### config.mk
export PLATFORM = sky130hd
export DESIGN_NAME = alu_unit
export DESIGN_NICKNAME = d
export VERILOG_FILES = /design/src/rtl/alu_pkg.sv /design/src/rtl/alu_shifter.sv /design/src/rtl/alu_unit.sv
export SDC_FILE = /design/constraint.sdc
export NUM_CORES = 1
export LEC_CHECK = 0
export ABC_AREA = 1
export BUFFER_PORTS_ARGS = -buffer_cell sky130_fd_sc_hd__buf_4
export CAP_MARGIN = 10
export CELL_PAD_IN_SITES_DETAIL_PLACEMENT = 1
export CELL_PAD_IN_SITES_GLOBAL_PLACEMENT = 2
export CORE_ASPECT_RATIO = 1.75
export CORE_MARGIN = 4
export CORE_UTILIZATION = 32
export CTS_BUF_LIST = sky130_fd_sc_hd__clkbuf_4
export DETAILED_ROUTE_END_ITERATION = 12
export PLACE_DENSITY = 0.95
export SYNTH_ARGS = -nofsm -noshare
export SYNTH_HDL_FRONTEND = slang
export SYNTH_SLANG_ARGS = --single-unit
### constraint.sdc
create_clock -name clk -period 6.98 [get_ports clk]
set_input_delay 0 -clock clk [delete_from_list [all_inputs] [get_ports clk]]
set_output_delay 0 -clock clk [all_outputs]
set_load 0.005 [all_outputs]
### src/rtl/alu_pkg.sv
// Shared ALU definitions: operation encodings and common widths.
package alu_pkg;

  localparam int unsigned ALU_OP_W = 3;

  localparam logic [ALU_OP_W-1:0] ALU_ADD = 3'b000;
  localparam logic [ALU_OP_W-1:0] ALU_SUB = 3'b001;
  localparam logic [ALU_OP_W-1:0] ALU_AND = 3'b010;
  localparam logic [ALU_OP_W-1:0] ALU_OR  = 3'b011;
  localparam logic [ALU_OP_W-1:0] ALU_SRL = 3'b100;
  localparam logic [ALU_OP_W-1:0] ALU_SRA = 3'b101;

endpackage

### src/rtl/alu_shifter.sv
// Combinational right shifter (logical or arithmetic) taking the full unsigned
// value of B as the shift amount; amounts >= WIDTH saturate to the fill value.
module alu_shifter #(
  parameter int unsigned WIDTH = 32
) (
  input  logic [WIDTH-1:0] A,
  input  logic [WIDTH-1:0] B,
  input  logic             arith,
  output logic [WIDTH-1:0] Y
);

  localparam int unsigned ShW = $clog2(WIDTH);

  logic             fill;
  logic             saturate;
  logic [WIDTH-1:0] stage [ShW+1];

  assign fill     = arith & A[WIDTH-1];
  // Any set bit above the barrel stages means the shift is at least WIDTH.
  assign saturate = |B[WIDTH-1:ShW];
  assign stage[0] = A;

  for (genvar g = 0; g < ShW; g++) begin : g_stage
    localparam int unsigned Dist = 1 << g;
    assign stage[g+1] = B[g] ? {{Dist{fill}}, stage[g][WIDTH-1:Dist]} : stage[g];
  end

  assign Y = saturate ? {WIDTH{fill}} : stage[ShW];

endmodule

### src/rtl/alu_unit.sv
// 32-bit integer ALU: combinational op mux feeding a single result register
// with synchronous active-high reset; one-cycle latency.
module alu_unit
  import alu_pkg::*;
#(
  parameter int unsigned WIDTH = 32
) (
  input  logic                clk,
  input  logic                reset,
  input  logic [WIDTH-1:0]    A,
  input  logic [WIDTH-1:0]    B,
  input  logic [ALU_OP_W-1:0] ALUop,
  output logic [WIDTH-1:0]    C
);

  logic [WIDTH-1:0] shift_res;
  logic [WIDTH-1:0] c_d;
  logic [WIDTH-1:0] c_q;

  alu_shifter #(
    .WIDTH(WIDTH)
  ) u_shifter (
    .A    (A),
    .B    (B),
    .arith(ALUop == ALU_SRA),
    .Y    (shift_res)
  );

  always_comb begin
    c_d = '0;
    case (ALUop)
      ALU_ADD: c_d = A + B;
      ALU_SUB: c_d = A - B;
      ALU_AND: c_d = A & B;
      ALU_OR:  c_d = A | B;
      ALU_SRL: c_d = shift_res;
      ALU_SRA: c_d = shift_res;
      // Reserved encodings drive a clean zero.
      default: c_d = '0;
    endcase
  end

  always_ff @(posedge clk) begin
    if (reset) begin
      c_q <= '0;
    end else begin
      c_q <= c_d;
    end
  end

  assign C = c_q;

endmodule

==> results.sh <==
export IMPL_ys_top_cells_by_count="sky130_fd_sc_hd__nand2_1, sky130_fd_sc_hd__nand3_1, sky130_fd_sc_hd__inv_1"
export IMPL_synth_top_cell_area_share_pct=23.84
export IMPL_synthAdderAreaFrac_pct=7.745
export IMPL_drt_iter0_markers=654
export IMPL_antenna_found_initial=1
export IMPL_grt_first_pass_wirelength_mm=55.75
export IMPL_via_count=9152
export IMPL_synth_top_family_by_area="simple AND/OR/NAND/NOR gates"
export IMPL_worst_hold_slack_ns=0.02067
export IMPL_grt_pass1_vias=9697
export IMPL_critPathBufInv=3
export IMPL_synth_seq_area_share_pct=9.441
export IMPL_finalNetCount=1470
export IMPL_initial_util_pct=32.55
export IMPL_count_of_buffers_added_by_post_cts_timing_repair_for_setup=0
export IMPL_overall_power_after_layout_mw=0.9872
export IMPL_power_ir_vdd_worst_uv=72.46
export IMPL_worst_setup_path_start_kind="primary input"
export IMPL_slew_headroom_pct=45.67
export IMPL_power_leakage_nw=4.067
export IMPL_rows=70
export IMPL_die_area_sq_um=23690
export IMPL_critPathCaptureType="flip-flop"
export IMPL_totalWireLength_mm=36.61
export IMPL_run_status="complete, no violations"
export IMPL_synthesis_instances=1302
export IMPL_ys_async_sr_fraction_pct=0
export IMPL_synth_yosys_warnings=0
export IMPL_timing_hold_worst_class="primary input to flip-flop"
export IMPL_yosysUniqueCellTypes=50
export IMPL_hold_path_startpoint="B[6]"
export IMPL_remaining_drc_errors=0
export IMPL_netlist_top_cell_by_area="sky130_fd_sc_hd__nand2_1"
export IMPL_syn_area_per_cell_sq_um=5.211
export IMPL_number_of_synthesized_flops_with_an_enable_pin=0
export IMPL_dr_pass1_iters=5
export IMPL_path_clk_slew_ns=0.16
export IMPL_postSynthRegisterBits=32
export IMPL_h_tree_depth=2
export IMPL_port_buffers=100
export IMPL_timing_critical_path_cells="buf_4 > inv_2 > ha_1 > nand3_2 > nor2_1 > nand2_1 > o21ai_0 > nand2_1 > xnor2_1 > ha_1 > nand2_1 > nor2_1 > inv_1 > nor3_1 > nand3_1 > nand3_1 > nand2_1 > nand2_1 > nor2_1 > nor2_1 > nor2_1"
export IMPL_synth_area_in_compound_gates_pct=13.70
export IMPL_pwr_density_cell_nw_per_um2=127.8
export IMPL_critPathSlowestCell="sky130_fd_sc_hd__inv_2"
export IMPL_final_hold_viol_count=0
export IMPL_cts_hold_repair_buffers=0
export IMPL_cp_slowest_stage_delay_ns=0.57
export IMPL_ctsRootBufferMaster="sky130_fd_sc_hd__clkbuf_4"
export IMPL_wl_per_cell_um=22.60
export IMPL_cts_tree="done"
export IMPL_y_dimension_of_the_die_um=200.6
export IMPL_synth_xor_area_share_pct=3.872
export IMPL_path_max_fanout=36
export IMPL_mappedNetlistNets=1406
export IMPL_clock_sinks=32
export IMPL_fin_crit_sh_pct=56.79
export IMPL_clockBufferDepth=2
export IMPL_grt_overflow_total=0
export IMPL_place_detailed_hpwl_mm=30.81
export IMPL_drv_slew=0
export IMPL_worst_hold_path_num_cells=5
export IMPL_grt_overall_usage_pct=30.37
export IMPL_largest_net_degree_at_the_start_of_global_routing=38
export IMPL_setup_violations_final=0
export IMPL_synth_main_ff_cell="sky130_fd_sc_hd__dfxtp_1"
export IMPL_period_minus_slack_ns=3.964
export IMPL_max_cap_viol_count=0
export IMPL_postRouteAntennaNets=0
export IMPL_critical_path_top_delay_family="simple AND/OR/NAND/NOR gates"
export IMPL_worst_slew_pin_slew_ns=0.8141
export IMPL_synthesis_area_sq_um=6785
export IMPL_timing_setup_critical_path_class="primary input to flip-flop"
export IMPL_finalWeightedCongestion=0.9665
export IMPL_drive_above_1_share_pct=11.34
export IMPL_die_width_um=118.1
export IMPL_fmaxAchievable_mhz=252.3
export IMPL_timing_hold_worst_endpoint="C[6]$_SDFF_PP0_"
export IMPL_cp_data_arrival_time_ns=4.19
export IMPL_floorplan_io_pins=101
export IMPL_routed_via_density=5.649
export IMPL_area_growth_syn_to_fin_pct=13.81
export IMPL_core_area_sq_um=20850
export IMPL_largest_register_ffs=32
export IMPL_ctsResizeCount=0
export IMPL_synth_simple_area_share_pct=53.05
export IMPL_cells_taking_the_most_area_after_synthesis="sky130_fd_sc_hd__nand2_1, sky130_fd_sc_hd__nand3_1, sky130_fd_sc_hd__dfxtp_1"
export IMPL_critical_path_required_ns=7.21
export IMPL_fin_setup_tns_ns=0
export IMPL_muxShareOfSynthArea_pct=0
export IMPL_post_synth_top_count_cell="sky130_fd_sc_hd__nand2_1"
export IMPL_cts_buffers=5
export IMPL_grt_setup_unrepaired="false"
## layout by cell type (no fill, tap or decap), drive strengths merged
| cell | count |
|---|---|
| ha | 34 |
| a211oi | 2 |
| bufinv | 1 |
| fa | 1 |
| or2 | 14 |
| a41oi | 1 |
| nand3 | 224 |
| inv | 157 |
| nor3b | 1 |
| o211ai | 5 |
| nand4 | 16 |
| maj3 | 8 |
| nor4 | 2 |
| dfxtp | 32 |
| o21a | 1 |
| xor2 | 21 |
| nand3b | 5 |
| o31ai | 1 |
| o21bai | 3 |
| xnor2 | 9 |
| clkinv | 2 |
| a31oi | 2 |
| a221oi | 1 |
| diode | 1 |
| a31o | 2 |
| buf | 103 |
| clkbuf | 5 |
| a21o | 1 |
| nor3 | 9 |
| nand2 | 436 |
| clkinvlp | 1 |
| a21oi | 80 |
| and2 | 2 |
| nor2 | 114 |
| a21boi | 1 |
| o21ai | 70 |
## metal layers
| layer | up-vias | global-route usage (%) | part of all wire [%] |
|---|---|---|---|
| met1 | 4374 | 30.79 | 35 |
| met2 | 280 | 56.87 | 52 |
| met5 | - | 0 | 0 |
| met3 | 125 | 2.340 | 3.4 |
| met4 | 0 | 22.85 | 9.1 |
| li1 | 4373 | - | - |
## where the power goes
part	leakage (nW)	total, mW	internal [mW]	switching, mW
clock	0.0412	0.171	0.0748	0.0963
sequential	0.263	0.206	0.198	0.00836
combinational	3.76	0.610	0.199	0.411
## how the worst max path moves through the flow
stage / start / end / slack (ns) / cells after the start
global route: B[1] / C[24]$_SDFF_PP0_ / 2.72 / 21
detailed placement: B[1] / C[24]$_SDFF_PP0_ / 2.73 / 21
global placement: B[1] / C[27]$_SDFF_PP0_ / 2.74 / 20
CTS: B[1] / C[24]$_SDFF_PP0_ / 3.09 / 21
floorplan: B[1] / C[27]$_SDFF_PP0_ / 4.25 / 22
finish: B[1] / C[24]$_SDFF_PP0_ / 3.02 / 21
## metrics by stage
stage	util, %	area, sq um	instances	setup WS (ns)
finish	37.05	7722	1620	3.016
global route	37.05	7722	1620	2.719
CTS	37.03	7720	1619	3.091
detailed placement	36.65	7640	1611	2.729
global placement	36.65	7640	1611	2.741
floorplan	-	6785	1302	4.249
## cells by family after synthesis
logic type               Yosys count
AND/OR/NAND/NOR                  823
buffers and inverters            204
AO/OA/AOI/OAI                    170
adder cells (fa/ha/maj)           43
flip-flops                        32
XOR/XNOR                          30
## layout make-up
| cell class | count | area (sq um) |
|---|---|---|
| fill | 2992 | 13120 |
| multi-input combinational | 1066 | 5318 |
| timing repair buffer | 103 | 773.2 |
| sequential | 32 | 640.6 |
| inverter | 158 | 593.1 |
| tap | 252 | 315.3 |
| clock inverter | 3 | 42.54 |
| clock buffer | 5 | 37.54 |
| antenna | 1 | 2.502 |
Note: power is estimated with default switching activity, not from simulation.
